$ cat config.mk
export PLATFORM = sky130hd
export DESIGN_NAME = fa_share_arb
export DESIGN_NICKNAME = d
export VERILOG_FILES = /design/src/rtl/fa_share_arb.sv
export SDC_FILE = /design/constraint.sdc
export NUM_CORES = 1
export LEC_CHECK = 0
export ABC_CLOCK_PERIOD_IN_PS = 1900
export BUFFER_PORTS_ARGS = -buffer_cell sky130_fd_sc_hd__buf_4
export CAP_MARGIN = 20
export CORE_UTILIZATION = 49
export DETAILED_ROUTE_END_ITERATION = 8
export GPL_TIMING_DRIVEN = 0
export HOLD_SLACK_MARGIN = 0.02
export PLACE_DENSITY = 0.78
export SLEW_MARGIN = 5
export SYNTH_ARGS = -nofsm -noshare
export SYNTH_HDL_FRONTEND = slang
export SYNTH_SLANG_ARGS = --single-unit
$ cat constraint.sdc
create_clock -name clk -period 1.9 [get_ports clk]
set_input_delay 0.19 -clock clk [delete_from_list [all_inputs] [get_ports clk]]
set_output_delay 0.19 -clock clk [all_outputs]
set_load 0.01 [all_outputs]
$ cat src/rtl/fa_share_arb.sv
// fa_share_arb: shares one W-bit full adder among NREQ requesters (round-robin).
// Define FA_ARB_FIXED_PRIO_EN for fixed lowest-index-first priority instead.
module fa_share_arb #(
    parameter int  W    = 2,
    parameter int  NREQ = 4,
    localparam int IDW  = $clog2(NREQ)
) (
    input  logic              clk,
    input  logic              rst_n,
    input  logic [NREQ-1:0]   req,
    input  logic [NREQ*W-1:0] op_a,
    input  logic [NREQ*W-1:0] op_b,
    input  logic [NREQ-1:0]   op_cin,
    output logic [NREQ-1:0]   gnt,
    output logic              res_valid,
    input  logic              res_ready,
    output logic [W-1:0]      res_sum,
    output logic              res_carry,
    output logic [IDW-1:0]    res_id,
    output logic              busy
);

    typedef enum logic [1:0] {
        IDLE = 2'd0,
        CALC = 2'd1,
        RESP = 2'd2
    } state_e;

    state_e state_q, state_d;

    logic [IDW-1:0]  ptr_q, ptr_d;
    logic [W-1:0]    a_q, a_d;
    logic [W-1:0]    b_q, b_d;
    logic            cin_q, cin_d;
    logic [IDW-1:0]  win_q, win_d;
    logic [NREQ-1:0] gnt_q, gnt_d;
    logic            res_valid_q, res_valid_d;
    logic [W-1:0]    res_sum_q, res_sum_d;
    logic            res_carry_q, res_carry_d;
    logic [IDW-1:0]  res_id_q, res_id_d;

    logic            win_found;
    logic [IDW-1:0]  win_idx;
    logic [IDW:0]    cand;
    logic [IDW:0]    nxt_ptr;
    logic [W:0]      sum_full;

    // Scan upward from the pointer with wrap; fixed priority keeps ptr_q at 0.
    always_comb begin
        win_found = 1'b0;
        win_idx   = '0;
        cand      = '0;
        for (int i = 0; i < NREQ; i++) begin
            cand = {1'b0, ptr_q} + (IDW+1)'(i);
            if (cand >= (IDW+1)'(NREQ)) begin
                cand = cand - (IDW+1)'(NREQ);
            end
            if (!win_found && req[cand[IDW-1:0]]) begin
                win_found = 1'b1;
                win_idx   = cand[IDW-1:0];
            end
        end
    end

    always_comb begin
        nxt_ptr = {1'b0, win_idx} + (IDW+1)'(1);
        if (nxt_ptr == (IDW+1)'(NREQ)) begin
            nxt_ptr = '0;
        end
    end

    assign sum_full = {1'b0, a_q} + {1'b0, b_q} + {{W{1'b0}}, cin_q};

    // State register
    always_ff @(posedge clk or negedge rst_n) begin
        if (!rst_n) begin
            state_q <= IDLE;
        end else begin
            state_q <= state_d;
        end
    end

    // Next-state logic
    always_comb begin
        state_d = state_q;
        case (state_q)
            IDLE: begin
                if (win_found) begin
                    state_d = CALC;
                end
            end
            CALC: begin
                state_d = RESP;
            end
            RESP: begin
                if (res_valid_q && res_ready) begin
                    state_d = IDLE;
                end
            end
            default: begin
                state_d = IDLE;
            end
        endcase
    end

    // Output and datapath logic
    always_comb begin
        ptr_d       = ptr_q;
        a_d         = a_q;
        b_d         = b_q;
        cin_d       = cin_q;
        win_d       = win_q;
        gnt_d       = '0;
        res_valid_d = res_valid_q;
        res_sum_d   = res_sum_q;
        res_carry_d = res_carry_q;
        res_id_d    = res_id_q;
        case (state_q)
            IDLE: begin
                if (win_found) begin
                    a_d   = op_a[int'(win_idx)*W +: W];
                    b_d   = op_b[int'(win_idx)*W +: W];
                    cin_d = op_cin[win_idx];
                    win_d = win_idx;
                    gnt_d = {{(NREQ-1){1'b0}}, 1'b1} << win_idx;
`ifdef FA_ARB_FIXED_PRIO_EN
                    ptr_d = '0;
`else
                    ptr_d = nxt_ptr[IDW-1:0];
`endif
                end
            end
            CALC: begin
                res_sum_d   = sum_full[W-1:0];
                res_carry_d = sum_full[W];
                res_id_d    = win_q;
                res_valid_d = 1'b1;
            end
            RESP: begin
                if (res_valid_q && res_ready) begin
                    res_valid_d = 1'b0;
                end
            end
            default: begin
                res_valid_d = 1'b0;
            end
        endcase
    end

    always_ff @(posedge clk or negedge rst_n) begin
        if (!rst_n) begin
            ptr_q       <= '0;
            a_q         <= '0;
            b_q         <= '0;
            cin_q       <= 1'b0;
            win_q       <= '0;
            gnt_q       <= '0;
            res_valid_q <= 1'b0;
            res_sum_q   <= '0;
            res_carry_q <= 1'b0;
            res_id_q    <= '0;
        end else begin
            ptr_q       <= ptr_d;
            a_q         <= a_d;
            b_q         <= b_d;
            cin_q       <= cin_d;
            win_q       <= win_d;
            gnt_q       <= gnt_d;
            res_valid_q <= res_valid_d;
            res_sum_q   <= res_sum_d;
            res_carry_q <= res_carry_d;
            res_id_q    <= res_id_d;
        end
    end

    assign gnt       = gnt_q;
    assign res_valid = res_valid_q;
    assign res_sum   = res_sum_q;
    assign res_carry = res_carry_q;
    assign res_id    = res_id_q;
    assign busy      = (state_q != IDLE);

endmodule

==> impl_results.md <==
- # DRC: 0
- Yosys reg bits: 21
- Vias per inst: about 5.2
- Non-Filler Instances: roughly 180
- Die Ht: ~50 um
- Post-route ant nets: 0
- Dominant cell type by area after synthesis: dfrtp_1
- Crit. Startpoint: ptr_q[1]
- Gr usage total: between 20% and 30%
- First-pass detailed-route iteration total: 4
- IO Port Bufs: 37
- # fillers: ~180
- Core area: 0.00219 sq mm
- # setup viols final: 0
- Reg-to-Reg Start: ptr_q[1]
- Actual slew at the worst max-slew pin: approximately 0.42 ns
- Die width: between 50 and 60 um
- Fin. max-slew vios: 0
- TritonCTS buffer count: 3
- Sequential area share after synthesis: 46.3%
- Critical-path cell list: mux2i_1 > o22ai_2 > nor2_4 > buf_4 > buf_4 > ha_1 > and2_1
- CP Data Required Time: around 2.1 ns
- Slowest-stage cell, CP: dfrtp_1
- RSZ-0062 raised after global routing: false
- Clk_lat worst skew: approximately 0.30 ns
- Instance count on the critical path: 7
- Post-DP HPWL: around 1.8 mm
- Initial DRC count: 7
- Most common cell after layout, fill and taps aside: buf_4
- CP top delay family: flip-flops
- Layout net count: 189
- R2r setup slk: roughly 0.15 ns
- Worst setup EP type: flip-flop
- Initial antenna violation count: 0
- Avg Inst Size Synth: between 10 and 15 sq um
- Final period util: between 90% and 100%
- Post-CTS sizing: 0
- Max stage delay on crit path: roughly 0.49 ns
- Status: complete, no violations
- ANT cells: 0
- MaxCap Viol Count: 0
- Synth Cell Area: 0.00114 sq mm
- Setup TNS: 0 ns
- Crit path kind: reg -> reg
- Die ar.: ~0.0025 sq mm
- Num rows: 17
- Post-synth EDFFs: 0
- Area Overhead vs Synth: 32.7%
- HP Class: in -> reg
- Depth of the most critical reg-to-reg path: 7
- First-pass GRT wire length: about 3.8 mm
- Final WL: 2.24 mm
- Synth warn: 0
- Placed Instances: approximately 180
- Most used cell, CP: buf_4
- Most area-consuming cells after synthesis: dfrtp_1, mux2i_1, nand2_1, ha_1, o21ai_0
- Initial core utilization: 51.9%
- Clock root buffer: clkbuf_4
- Post-synthesis async set-or-reset flop share: 100%
- Max IR drop VDD: around 0.29 mV
- Ys flop type: dfrtp_1
- Final Util: around 69%
- Max Buffers Root-to-Sink: 2
- Vias in the first global route: 910
- Via Count: approximately 960
- H-tree depth: 1
- Gr ovfl total: 0
- Syn nets: between 100 and 150
- Fmax: 572 MHz
- Leak Pwr: between 0.7 and 0.8 nW
- Crit start category: flip-flop
- Worst Skew: ~0.0034 ns
- Routed len/inst: around 12 um
- Clock sinks: 21
- Crit path time final: 1.75 ns
- Largest net degree at the start of global routing: 22
- Synth unique cells: 29
- CP Buf/Inv Count: 2
- Commonest non-fill, non-tap cells in the layout: buf_4, dfrtp_1, nand2_1, o21ai_0, inv_1
- Reg2Reg Capture Point: gnt[1]
- Top Ports: 38
- Crit-path max FO: 7
- Cells after synthesis: 110
- Clock transition at the registers of the reported paths: between 0.1 and 0.15 ns
- Max-slew headroom: slightly above 70%
- GPL Wtd Cong: roughly 0.74
- CP Data Arrival Time: around 2 ns
- Worst setup endpoint: gnt[1]
- Area share of the largest cell type after synthesis: 46.3%
- CTS tree: yes
- PD cells: 517 mW/mm^2
- Share of layout cells above drive strength 1: 35.5%
- Overall Power: between 0.7 and 0.8 mW
- Final Hold Fails: 0
state kept, by name (all words and copies together), names as in the netlist:
| register | cells |
|---|---|
| a_q | 2 |
| ptr_q | 2 |
| state_q | 2 |
| win_q | 2 |
| gnt | 4 |
| res_sum | 2 |
| res_carry | 1 |
| res_id | 2 |
| res_valid | 1 |
| b_q | 2 |
| cin_q | 1 |
synthesized netlist by cell type (2+ instances only):
cell / count
mux2i_1: 6
nand2b_1: 2
fa_1: 2
inv_1: 8
inv_2: 2
o22a_2: 2
nand3_1: 5
a21oi_1: 2
a211o_1: 5
ha_1: 4
o311ai_1: 5
mux2_2: 2
nand2_1: 15
o21ai_1: 2
dfrtp_1: 21
o21ai_0: 9
clkbuf_1: 2
and2_1: 4
o21a_1: 2
through the flow:
stage                     hold slack (ns)  cell area [sq um]  setup WS (ns)
final                               0.172               1510          0.152
after global routing                0.185               1510        0.00991
after CTS                           0.158               1490         0.0585
after detailed placement           0.0868               1450         0.0806
after global placement             0.0830               1450          0.127
after floorplan                    -0.106               1140          0.298
report_power, final:
part           internal, mW  switching (mW)  leakage, nW  total, mW
Combinational        0.0640          0.0548        0.426      0.119
Sequential            0.448        0.000658        0.282      0.449
Clock                0.0819           0.130       0.0150      0.212
worst min-delay path by stage:
stage,from,end,depth (start not counted)
2_1_floorplan,rst_n,a_q[0],0
3_3_place_gp,rst_n,gnt[1],1
4_1_cts,res_ready,res_valid,3
5_1_grt,res_ready,res_valid,3
3_5_place_dp,rst_n,res_valid,1
6_report,res_ready,res_valid,3
per-layer routing:
metal  GRT usage (%)  part of all wire (%)  up-vias
met4            8.57                   1.6        0
met3            1.82                   3.3        5
li1                -                     -      477
met2            36.0                    53       30
met5               0                     0        -
met1            24.1                    42      447
kinds of logic (layout without fill, tap and decap cells):
kind of cell	after synthesis	after routing	share of synthesized area [%]
buf+inv	13	58	4.41
compound gates	30	30	19.3
flops	21	21	46.3
fa+ha+maj	6	6	7.93
mux	8	8	7.27
simple gates	32	32	14.9
layout make-up:
class	count	area (sq um)	area share, %
multi-input cells	76	561	37.2
repair buffers	41	310	20.6
clock buffers	4	26.3	1.74
well taps	28	35.0	2.32
flip-flops and latches	21	526	34.9
inverters	10	37.5	2.49
plain buffers	3	12.5	0.830
repair_timing:
| action | in CTS | in global routing |
|---|---|---|
| hold buffers | 1 | 0 |
| hold endpoints to repair | 21 | 0 |
| endpoints found under the setup margin | 0 | 3 |
| buffers inserted | 0 | 3 |
worst reg2reg max path: cells and delay by family, from the launching register on:
family	cells	cell delay [ns]
buf+inv	2	0.27
fa+ha+maj	1	0.18
compound gates	1	0.33
flops	1	0.49
mux	1	0.19
simple gates	2	0.20
Power figures use the tool's default switching activity.
